File: src/rtl/uart_sys_pkg.sv
// Shared types and opcodes for the UART command sequencer.
package uart_sys_pkg;

    typedef enum logic [2:0] {
        ST_IDLE,
        ST_WR_ADDR,
        ST_WR_DATA,
        ST_WR_EXEC,
        ST_RD_ADDR,
        ST_RD_REQ,
        ST_RD_WAIT,
        ST_TX_SEND
    } sys_state_e;

    localparam logic [7:0] WR_CMD = 8'hAA;
    localparam logic [7:0] RD_CMD = 8'hBB;

endpackage

File: src/rtl/uart_sys_ctrl.sv
// Parses UART RX byte frames into register-file writes/reads and returns read data to UART TX.
// Optional inter-byte timeout enabled by defining UART_SYS_CTRL_TIMEOUT_EN.
module uart_sys_ctrl
    import uart_sys_pkg::*;
#(
    parameter int DATA_W         = 8,
    parameter int ADDR_W         = 4,
    parameter int TIMEOUT_CYCLES = 1023
) (
    input  logic              clk,
    input  logic              rst,
    input  logic [DATA_W-1:0] rx_data,
    input  logic              rx_valid,
    output logic [ADDR_W-1:0] rf_addr,
    output logic [DATA_W-1:0] rf_wr_data,
    output logic              rf_wr_en,
    output logic              rf_rd_en,
    input  logic [DATA_W-1:0] rf_rd_data,
    input  logic              rf_rd_valid,
    output logic [DATA_W-1:0] tx_data,
    output logic              tx_valid,
    input  logic              tx_busy,
    output logic              cmd_error,
    output logic              ctrl_busy
);

    sys_state_e        state_q, state_d;
    logic [ADDR_W-1:0] rf_addr_q, rf_addr_d;
    logic [DATA_W-1:0] rf_wr_data_q, rf_wr_data_d;
    logic              rf_wr_en_q, rf_wr_en_d;
    logic              rf_rd_en_q, rf_rd_en_d;
    logic [DATA_W-1:0] tx_data_q, tx_data_d;
    logic              tx_valid_q, tx_valid_d;
    logic              cmd_error_q, cmd_error_d;
    logic              ctrl_busy_q, ctrl_busy_d;

`ifdef UART_SYS_CTRL_TIMEOUT_EN
    localparam int CNT_W = $clog2(TIMEOUT_CYCLES + 1);
    logic [CNT_W-1:0] tmo_cnt_q, tmo_cnt_d;
`endif

    always_comb begin
        state_d      = state_q;
        rf_addr_d    = rf_addr_q;
        rf_wr_data_d = rf_wr_data_q;
        rf_wr_en_d   = 1'b0;
        rf_rd_en_d   = 1'b0;
        tx_data_d    = tx_data_q;
        tx_valid_d   = tx_valid_q;
        cmd_error_d  = 1'b0;

        // Strobes are computed one state early so the registered pulse lines up with EXEC/REQ.
        unique case (state_q)
            ST_IDLE: begin
                if (rx_valid) begin
                    if (rx_data == DATA_W'(WR_CMD))      state_d = ST_WR_ADDR;
                    else if (rx_data == DATA_W'(RD_CMD)) state_d = ST_RD_ADDR;
                    else                                 cmd_error_d = 1'b1;
                end
            end
            ST_WR_ADDR: begin
                if (rx_valid) begin
                    rf_addr_d = rx_data[ADDR_W-1:0];
                    state_d   = ST_WR_DATA;
                end
            end
            ST_WR_DATA: begin
                if (rx_valid) begin
                    rf_wr_data_d = rx_data;
                    rf_wr_en_d   = 1'b1;
                    state_d      = ST_WR_EXEC;
                end
            end
            ST_WR_EXEC: begin
                cmd_error_d = rx_valid;
                state_d     = ST_IDLE;
            end
            ST_RD_ADDR: begin
                if (rx_valid) begin
                    rf_addr_d  = rx_data[ADDR_W-1:0];
                    rf_rd_en_d = 1'b1;
                    state_d    = ST_RD_REQ;
                end
            end
            ST_RD_REQ: begin
                cmd_error_d = rx_valid;
                state_d     = ST_RD_WAIT;
            end
            ST_RD_WAIT: begin
                cmd_error_d = rx_valid;
                if (rf_rd_valid) begin
                    tx_data_d  = rf_rd_data;
                    tx_valid_d = 1'b1;
                    state_d    = ST_TX_SEND;
                end
            end
            ST_TX_SEND: begin
                cmd_error_d = rx_valid;
                if (tx_valid_q && !tx_busy) begin
                    tx_valid_d = 1'b0;
                    state_d    = ST_IDLE;
                end
            end
            default: state_d = ST_IDLE;
        endcase

`ifdef UART_SYS_CTRL_TIMEOUT_EN
        // A byte on the terminal-count cycle takes priority over the timeout.
        tmo_cnt_d = '0;
        if ((state_q == ST_WR_ADDR || state_q == ST_WR_DATA || state_q == ST_RD_ADDR) && !rx_valid) begin
            if (tmo_cnt_q == CNT_W'(TIMEOUT_CYCLES - 1)) begin
                state_d     = ST_IDLE;
                cmd_error_d = 1'b1;
            end else begin
                tmo_cnt_d = tmo_cnt_q + CNT_W'(1);
            end
        end
`endif

        ctrl_busy_d = (state_d != ST_IDLE);
    end

    always_ff @(posedge clk or posedge rst) begin
        if (rst) begin
            state_q      <= ST_IDLE;
            rf_addr_q    <= '0;
            rf_wr_data_q <= '0;
            rf_wr_en_q   <= 1'b0;
            rf_rd_en_q   <= 1'b0;
            tx_data_q    <= '0;
            tx_valid_q   <= 1'b0;
            cmd_error_q  <= 1'b0;
            ctrl_busy_q  <= 1'b0;
`ifdef UART_SYS_CTRL_TIMEOUT_EN
            tmo_cnt_q    <= '0;
`endif
        end else begin
            state_q      <= state_d;
            rf_addr_q    <= rf_addr_d;
            rf_wr_data_q <= rf_wr_data_d;
            rf_wr_en_q   <= rf_wr_en_d;
            rf_rd_en_q   <= rf_rd_en_d;
            tx_data_q    <= tx_data_d;
            tx_valid_q   <= tx_valid_d;
            cmd_error_q  <= cmd_error_d;
            ctrl_busy_q  <= ctrl_busy_d;
`ifdef UART_SYS_CTRL_TIMEOUT_EN
            tmo_cnt_q    <= tmo_cnt_d;
`endif
        end
    end

    assign rf_addr    = rf_addr_q;
    assign rf_wr_data = rf_wr_data_q;
    assign rf_wr_en   = rf_wr_en_q;
    assign rf_rd_en   = rf_rd_en_q;
    assign tx_data    = tx_data_q;
    assign tx_valid   = tx_valid_q;
    assign cmd_error  = cmd_error_q;
    assign ctrl_busy  = ctrl_busy_q;

endmodule

File: config.mk
export PLATFORM = sky130hd
export DESIGN_NAME = uart_sys_ctrl
export DESIGN_NICKNAME = d
export VERILOG_FILES = /design/src/rtl/uart_sys_pkg.sv /design/src/rtl/uart_sys_ctrl.sv
export SDC_FILE = /design/constraint.sdc
export NUM_CORES = 1
export LEC_CHECK = 0
export ABC_AREA = 1
export ABC_CLOCK_PERIOD_IN_PS = 1500
export CAP_MARGIN = 0
export CORE_UTILIZATION = 42
export CTS_CLUSTER_DIAMETER = 60
export DETAILED_ROUTE_END_ITERATION = 8
export PLACE_DENSITY = 0.73
export SLEW_MARGIN = 25
export SYNTH_ARGS = -nofsm -noshare
export SYNTH_HDL_FRONTEND = slang
export SYNTH_SLANG_ARGS = --single-unit
File: constraint.sdc
create_clock -name clk -period 1.5 [get_ports clk]
set_clock_uncertainty 0.1 [all_clocks]
set_input_delay 0.375 -clock clk [delete_from_list [all_inputs] [get_ports clk]]
set_output_delay 0.375 -clock clk [all_outputs]
set_load 0.03 [all_outputs]
==> reports/metrics.csv, run 1 <==
metric;value;unit
worst_ep_arrival_time;0.98;ns
ys_seq_area_share;55.6;%
cp.buffers_inverters;1;
post-cts-setup-buffer-count;0;
status;finished with violations;
cts.path.max_buffers;2;
finalCriticalPeriod;1.45;ns
synth_top_area_share;55.6;%
layout_common_cells;58 x nand2_1, 28 x dfrtp_1, 20 x clkdlybuf4s50_1, 20 x buf_4, 17 x inv_1;
clkTransAtPathRegs;0.14;ns
ys_seq_elements;28;
final_nets;227;
cp_top_family;flip-flops;
path_max_fanout;1;
p_leak;0.978;nW
hpwl;2150;um
drv_slew;0;
cts_root_buf;clkbuf_4;
cts_sinks;28;
multi_input_area;465;um^2
cts_buffers;3;
synthCells;150;
grt_pass1_wl;4600;um
hold_class;in -> async;
avgViaCountPerCell;4.76;
place_inst;232;
path_depth;1;
slowest_stage;dfrtp_1;
gr-total-overflow;0;
setup_viol;0;
antenna_left;0;
pre_cts_ws;-0.212;ns
worstReg2RegStart;state_q[0];
io_buffers;45;
violations;design-rule violations;
rsz0062_at_grt;no;
fin_util;63.4;%
wl_per_cell;11.4;um
period_share;96.9;%
io_pins;46;
n_fill_cell;249;
critPathCaptureType;output port;
timing.final.ws_setup;0.0459;ns
grt_max_degree;29;
cp_data_required_time;1.02;ns
synth_area_leaders;dfrtp_1 56%, nand2_1 17%, inv_1 5.1%;
fp.dieW;56.8;um
drive_gt1_share;22.9;%
insertion_delay;0.32;ns
vias;1124;
layoutNonFillerInstCount;236;
rr_worst_depth;7;
synth.largest_area_cell;dfrtp_1;
cts_tree;yes;
critPathLaunchType;register;
worst_slew_pin_slew;0.239;ns
cts_hold_buf;0;
htreeDepth;1;
finalHoldViolCount;0;
yosys.cell_types.count;20;
r2r_end;ctrl_busy;
path_cells;clkdlybuf4s15_2;
slew_headroom;84.1;%
rows;19;
yosys_warnings;0;
synth.avg_cell_area;8.40;um^2
diodes;0;
start_util;44.9;%
antenna_found_initial;0;
route.detailed.drc;4;
drtPass1Iterations;6;
syn-cell-area;0.00126;mm^2
grt_pass1_vias;1101;
critPathMaxStageDelay;0.39;ns
place_congestion;0.805;
max_freq;0.688;GHz
grt_usage;18.4;%
dieArea;0.00322;mm^2
syn_nets;171;
core-area;0.00281;mm^2
worst-setup-path-type;reg -> out;
reg2reg_slack;0.15;ns
seq_area;701;um^2
syn_to_final_growth;41.1;%
die_y;56.8;um
final_common_cell;nand2_1;
power_density;1760;mW/mm^2
drt_wl_total;2680;um
drt_first_iter_violations;28;
ir_drop;0.000969;V
max_cap_viol_count;0;
-- stage by stage --
step	hold slack (ns)	setup TNS, ns	total power (W)	cell area (um^2)
2_1_floorplan	0.340	0	0.00213	1260
3_3_place_gp	0.363	-1.34	0.00271	1770
3_5_place_dp	0.368	-1.72	0.00275	1770
4_1_cts	0.265	-0.0155	0.00318	1800
5_1_grt	0.278	0	0.00335	1780
6_report	0.262	0	0.00314	1780
-- worst max path at each step --
stage                          start          to
final                      cmd_error   cmd_error
after global routing       cmd_error   cmd_error
after CTS                 tx_data[4]  tx_data[4]
after detailed placement    rx_valid  rf_addr[1]
after global placement    rx_data[0]   cmd_error
after floorplan           state_q[0]  rf_addr[0]
-- power by group --
group / internal, W / switching (W)
Combinational: 0.000523 / 0.000945
Sequential: 0.00102 / 0.000169
Clock: 0.000270 / 0.000212
Total: 0.00181 / 0.00133
-- sequential cells by signal, summed over array words and instances, names as in the netlist --
signal and flops:
tx_valid 1, tx_data 8, state_q 3, rf_addr 4
cmd_error 1, ctrl_busy 1, rf_wr_data 8, rf_wr_en 1
rf_rd_en 1
-- cells in the mapped netlist --
cell,instances
inv_2,2
or2_2,1
clkinv_1,1
nand3_4,2
nor2_4,1
nor2_1,13
clkbuf_8,1
dfrtp_1,28
buf_4,1
nor3_1,1
nand2_4,1
nand4_1,4
nand2_2,1
nand2_1,58
o21ai_0,7
o32a_1,1
nand3_1,5
nor2_2,1
a21oi_1,4
inv_1,17
-- cell families (layout without fill, tap and decap cells) --
kind of cell	Yosys count	in the layout	share of synthesized area [%]
AOI/OAI and AO/OA	12	12	5.16
buffers and inverters	22	77	7.65
DFF	28	28	55.6
and+or+nand+nor	88	88	31.6
-- per-layer routing --
| metal | vias up | share of wire [%] | track usage, % |
|---|---|---|---|
| met5 | - | 0 | 0 |
| li1 | 577 | - | - |
| met3 | 0 | 4.0 | 4.84 |
| met2 | 23 | 53 | 32.8 |
| met4 | 0 | 0 | 2.09 |
| met1 | 524 | 43 | 23.0 |
-- what timing repair did --
action                     in CTS  in global routing
setup endpoints to repair      12                 10
gates resized for setup        48                 10
gates cloned                    0                  0
pin swaps                       0                  1
-- cell type report --
type	instances	area share, %
repair buffers	53	24.9
multi-input cells	100	26.2
inverters	20	4.36
well taps	31	2.18
clock buffers	3	1.27
clock inverters	1	1.69
flip-flops and latches	28	39.4
No activity file was read; power rests on OpenSTA's default activity.
==> run 2: changes to the inputs <==
--- a/config.mk
+++ b/config.mk
@@ -7,9 +7,9 @@
 export LEC_CHECK = 0
 export ABC_AREA = 1
-export ABC_CLOCK_PERIOD_IN_PS = 1500
 export CAP_MARGIN = 0
 export CORE_UTILIZATION = 42
 export CTS_CLUSTER_DIAMETER = 60
 export DETAILED_ROUTE_END_ITERATION = 8
+export HOLD_SLACK_MARGIN = 0.15
 export PLACE_DENSITY = 0.73
 export SLEW_MARGIN = 25
==> constraint.sdc (replaced) <==
create_clock -name clk -period 1.5 [get_ports clk]
set_clock_uncertainty 0.1 [all_clocks]
set_input_delay 0.3 -clock clk [delete_from_list [all_inputs] [get_ports clk]]
set_output_delay 0.3 -clock clk [all_outputs]
set_load 0.03 [all_outputs]
==> run 2 against run 1 <==
The flow still finishes with violations (design-rule violations). Sequential power is essentially flat. Via count grew 1.9%. Clock power shrank 23%. Core utilization shrank 1.2 points. Non-clock buffer count shrank 2. Register-to-register slack lost 0.02 ns. Flip-flop and latch count is the same. Routed wire length grew 4.6%. Die area is the same. Critical endpoint unchanged.
==> reports/metrics.csv, run 2 (synthesis gave the netlist of run 1 again) <==
metric;value;unit;change
worst_slew_pin_slew;0.298;ns;was 0.239 ns
p_sw;0.00135;W;was 0.00133 W
core-area;0.00281;mm^2;unchanged
die_y;56.8;um;unchanged
whs;0.192;ns;was 0.262 ns
clkTransAtPathRegs;0.15;ns;was 0.14 ns
cts_sinks;28;;unchanged
htreeDepth;1;;unchanged
io_buffers;45;;unchanged
rows;19;;unchanged
cts_root_buf;clkbuf_4;;unchanged
slew_headroom;80.2;%;was 84.1%
insertion_delay;0.32;ns;about the same
finalHoldViolCount;0;;unchanged
cp.buffers_inverters;1;;unchanged
p_leak;0.946;nW;was 0.978 nW
crit_start;cmd_error;;unchanged
grt_usage;19.7;%;was 18.4%
antenna_found_initial;0;;unchanged
rr_worst_depth;5;;was 7
diodes;0;;unchanged
final_nets;225;;was 227
critPathMaxStageDelay;0.40;ns;was 0.39 ns
cp_data_required_time;1.10;ns;was 1.02 ns
slowest_stage;dfrtp_1;;unchanged
power_density;1710;mW/mm^2;was 1760 mW/mm^2
path_max_fanout;1;;unchanged
cellInternalPower;0.00163;W;was 0.00181 W
finalCriticalPeriod;1.45;ns;about the same
drt_wl_total;2800;um;was 2680 um
clock_power_share;12.5;%;was 15.4%
max_cap_viol_count;0;;unchanged
worst_ep_arrival_time;1.05;ns;was 0.98 ns
io_pins;46;;unchanged
drive_gt1_share;21.7;%;was 22.9%
period_share;96.9;%;about the same
max_freq;0.688;GHz;about the same
syn_to_final_growth;38.4;%;was 41.1%
grt_pass1_vias;1178;;was 1101
ir_drop;0.000754;V;was 0.000969 V
dieArea;0.00322;mm^2;unchanged
rsz0062_at_grt;no;;unchanged
hpwl;2200;um;was 2150 um
start_util;44.9;%;unchanged
path_cells;clkdlybuf4s15_1;;was clkdlybuf4s15_2
antenna_left;0;;unchanged
power.share.combinational;47.4;%;was 46.8%
grt_max_degree;29;;unchanged
cts_tree;yes;;unchanged
wl_per_cell;12.0;um;was 11.4 um
total_power;0.00298;W;was 0.00314 W
drv_slew;0;;unchanged
avgViaCountPerCell;4.89;;was 4.76
endpoint;cmd_error;;unchanged
critPathCaptureType;output port;;unchanged
status;finished with violations;;unchanged
pwr-share-seq;40.0;%;was 37.8%
reg2reg_slack;0.13;ns;was 0.15 ns
cts.path.max_buffers;2;;unchanged
path_depth;1;;unchanged
fin_tns_setup;0;ns;unchanged
worstReg2RegStart;state_q[2];;was state_q[0]
cp_top_family;flip-flops;;unchanged
cts_buffers;3;;unchanged
layout_common_cells;58 x nand2_1, 27 x dfrtp_1, 20 x clkdlybuf4s50_1;;was 58 x nand2_1, 28 x dfrtp_1, 20 x clkdlybuf4s50_1, 20 x buf_4, 17 x inv_1
switching_share;45.2;%;was 42.2%
cts_hold_buf;0;;unchanged
route.detailed.drc;3;;was 4
fin_util;62.2;%;was 63.4%
r2r_end;rf_addr[0];;was ctrl_busy
critPathLaunchType;register;;unchanged
worst-setup-path-type;reg -> out;;unchanged
drt_first_iter_violations;26;;was 28
drtPass1Iterations;6;;unchanged
gr-total-overflow;0;;unchanged
grt_pass1_wl;5000;um;was 4600 um
place_congestion;0.857;;was 0.805
setup_viol;0;;unchanged
final_common_cell;nand2_1;;unchanged
vias;1145;;was 1124
violations;design-rule violations;;unchanged
hold_class;in -> async;;unchanged
fp.dieW;56.8;um;unchanged
==> run 2: changes by cell type in the layout (fill, tap and decap cells not counted) <==
cell             previous run  this run
buf_2                      10         0
buf_4                      20         6
bufinv_16                   1         0
clkbuf_2                    0        17
clkbuf_8                    0         1
clkdlybuf4s15_1             0         2
clkdlybuf4s15_2             2         5
dfrtp_1                    28        27
dfrtp_2                     0         1
inv_2                       1         2
inv_4                       1         0
==> run 2: how the worst min path moves through the flow <==
stage / endpoint / start / slack, ns / depth (start not counted)
2_1_floorplan: cmd_error / rst / 0.27 / 1
3_3_place_gp: tx_data[0] / tx_data[0] / 0.36 / 2
3_5_place_dp: tx_data[2] / tx_data[2] / 0.37 / 2
4_1_cts: rf_wr_data[0] / rst / 0.20 / 3
5_1_grt: rf_wr_data[3] / rst / 0.20 / 3
6_report: rf_wr_data[3] / rst / 0.19 / 3
==> run 2: cell type report <==
| class | count | area, um^2 |
|---|---|---|
| fillers | 261 | 1060 |
| flip-flops and latches | 28 | 702 |
| multi-input cells | 100 | 465 |
| repair buffers | 51 | 427 |
| inverters | 20 | 75.1 |
| well taps | 31 | 38.8 |
| clock buffers | 4 | 36.3 |
==> run 2: routing by layer <==
layer  GRT usage [%]  part of all wire (%)  up-vias
li1                -                     -      570
met1            24.6                    42      539
met2            35.0                    53       30
met3            3.00                   3.8        6
met4            5.92                   1.1        0
met5               0                     0        -
==> run 2: power groups by stage <==
stage	combinational [W]	clock, W	sequential (W)
finish	0.00141	0.000373	0.00119
global route	0.00154	0.000412	0.00123
CTS	0.00149	0.000380	0.00119
detailed placement	0.00160	0	0.00121
global placement	0.00157	0	0.00119
floorplan	0.000475	0	0.00166
==> run 2: stage by stage <==
stage	cells	worst slack, ns	instance area [um^2]
after floorplan	150	0.306	1260
after global placement	230	-0.101	1780
after detailed placement	230	-0.105	1780
after CTS	234	0.000343	1820
after global routing	234	0.00820	1740
final	234	0.0472	1740
==> run 2: what timing repair did <==
item / CTS / global route
setup buffers: 0 / 0
resized for setup: 48 / 24
pin swaps: 0 / 0
endpoints found under the setup margin: 24 / 24
==> run 3: changes to the inputs <==
--- a/config.mk
+++ b/config.mk
@@ -10,4 +10,5 @@
 export CORE_UTILIZATION = 42
 export CTS_CLUSTER_DIAMETER = 60
+export CTS_CLUSTER_SIZE = 24
 export DETAILED_ROUTE_END_ITERATION = 8
 export HOLD_SLACK_MARGIN = 0.15
==> constraint.sdc (replaced) <==
create_clock -name clk -period 1.5 [get_ports clk]
set_clock_uncertainty 0.1 [all_clocks]
set_input_delay 0.3 -clock clk [delete_from_list [all_inputs] [get_ports clk]]
set_output_delay 0.3 -clock clk [all_outputs]
set_load 0.005 [all_outputs]
==> run 3 against run 2 <==
The run still ends with design-rule violations left. Core utilization grew 3.3 points. Clock power barely moved. Non-clock buffer count is 6 higher. Sequential power barely moved. Combinational power down 25%. Maximum frequency increased by 1.3%. Worst setup slack gained 0.019 ns. Sequential share of layout area decreased by 2.1 points. Cell area grew 5.4%.
==> reports/metrics.csv, run 3 (synthesis gave the netlist of run 1 again) <==
metric;value;unit;change
rr_worst_depth;5;;unchanged
path_cells;dlygate4sd2_1;;was clkdlybuf4s15_1
antenna_left;0;;unchanged
clkTransAtPathRegs;0.15;ns;about the same
cp_top_family;flip-flops;;unchanged
cts_root_buf;clkbuf_4;;unchanged
path_max_fanout;2;;was 1
cts_sinks;28;;unchanged
insertion_delay;0.33;ns;was 0.32 ns
critPathLaunchType;register;;unchanged
cp.buffers_inverters;1;;unchanged
cts_tree;yes;;unchanged
cts.path.max_buffers;2;;unchanged
core-area;0.00281;mm^2;unchanged
cts_buffers;3;;unchanged
p_leak;1.04;nW;was 0.946 nW
avgViaCountPerCell;4.75;;was 4.89
power_density;1420;mW/mm^2;was 1710 mW/mm^2
violations;design-rule violations;;unchanged
drive_gt1_share;12.4;%;was 21.7%
slowest_stage;dfrtp_1;;unchanged
status;finished with violations;;unchanged
cp_data_required_time;1.10;ns;about the same
vias;1139;;was 1145
diodes;0;;unchanged
ir_drop;0.000717;V;was 0.000754 V
gr-total-overflow;0;;unchanged
grt_max_degree;29;;unchanged
io_pins;46;;unchanged
finalCriticalPeriod;1.43;ns;was 1.45 ns
htreeDepth;1;;unchanged
syn_to_final_growth;45.9;%;was 38.4%
drt_wl_total;2910;um;was 2800 um
route.detailed.drc;4;;was 3
dieArea;0.00322;mm^2;unchanged
worst-setup-path-type;reg -> out;;unchanged
place_area;0.00179;mm^2;was 0.00178 mm^2
drtPass1Iterations;6;;unchanged
io_buffers;45;;unchanged
final_cell_area;0.00184;mm^2;was 0.00174 mm^2
rsz0062_at_grt;yes;;was no
n_fill_cell;259;;was 261
final_nets;231;;was 225
finalHoldViolCount;0;;unchanged
setup_viol;0;;unchanged
start_util;44.9;%;unchanged
drv_slew;0;;unchanged
rows;19;;unchanged
max_freq;0.697;GHz;was 0.688 GHz
critPathCaptureType;output port;;unchanged
path_depth;1;;unchanged
cts_hold_buf;0;;unchanged
grt_pass1_vias;1142;;was 1178
slew_headroom;84.8;%;was 80.2%
hold_class;in -> async;;unchanged
fp.dieW;56.8;um;unchanged
antenna_found_initial;0;;unchanged
max_cap_viol_count;0;;unchanged
final_common_cell;nand2_1;;unchanged
hpwl;2220;um;was 2200 um
reg2reg_slack;0.10;ns;was 0.13 ns
period_share;95.6;%;was 96.9%
critPathMaxStageDelay;0.43;ns;was 0.40 ns
total_power;0.00261;W;was 0.00298 W
die_y;56.8;um;unchanged
layout_common_cells;58 x nand2_1, 28 x dfrtp_1, 25 x dlygate4sd2_1;;was 58 x nand2_1, 27 x dfrtp_1, 20 x clkdlybuf4s50_1
place_congestion;0.858;;was 0.857
worst_ep_arrival_time;1.03;ns;was 1.05 ns
drt_first_iter_violations;40;;was 26
grt_usage;19.9;%;was 19.7%
wl_per_cell;12.1;um;was 12.0 um
grt_pass1_wl;4950;um;was 5000 um
worst_slew_pin_slew;0.226;ns;was 0.298 ns
## run 3: routing by layer
metal,GRT usage (%),routed length [um]
met1,24.8,1240
met2,34.9,1500
met3,2.76,116
met4,7.67,53
met5,0,0
## run 3: final timing paths
kind / from / endpoint
setup / recovery: rf_wr_data[3] / rf_wr_data[3]
hold / removal: rst / rf_wr_data[0]
setup reg to reg: state_q[2] / rf_addr[2]
hold reg to reg: tx_data[2] / tx_data[2]
max in group asynchronous: rst / tx_data[3]
min in group clk: rf_rd_data[2] / tx_data[2]
## run 3: worst min-delay path, cell delays in order
cell and delay, ns:
clkdlybuf4s50_1 0.41, inv_1 0.09, buf_12 0.19
## run 3: stage by stage
step                util (%)  cells  hold WS [ns]  setup TNS, ns  setup WS, ns
floorplan                  -    150         0.265              0         0.313
global placement        63.6    230         0.362         -0.530        -0.101
detailed placement      63.6    230         0.368         -0.683        -0.117
CTS                     65.4    240         0.190              0        0.0606
global route            65.5    240         0.188        -0.0132      -0.00808
finish                  65.5    240         0.183              0        0.0663
## run 3: area by class of cell
class,instances,area [um^2],area share [%]
clock buffer,4,36.3,1.97
inverter,20,75.1,4.08
multi-input combinational,100,465,25.3
sequential,28,701,38.1
tap,31,38.8,2.11
timing repair buffer,57,522,28.4
## run 3: what timing repair did
item	4_1_cts	5_1_grt
gates resized for setup	25	1
setup buffers	6	0
cloned	0	0
endpoints found under the setup margin	25	2
hold endpoints to repair	0	0
## run 3: power by group
group | internal, W | switching (W)
clock network | 0.000149 | 0.000226
registers | 0.00102 | 0.000158
logic | 0.000549 | 0.000514
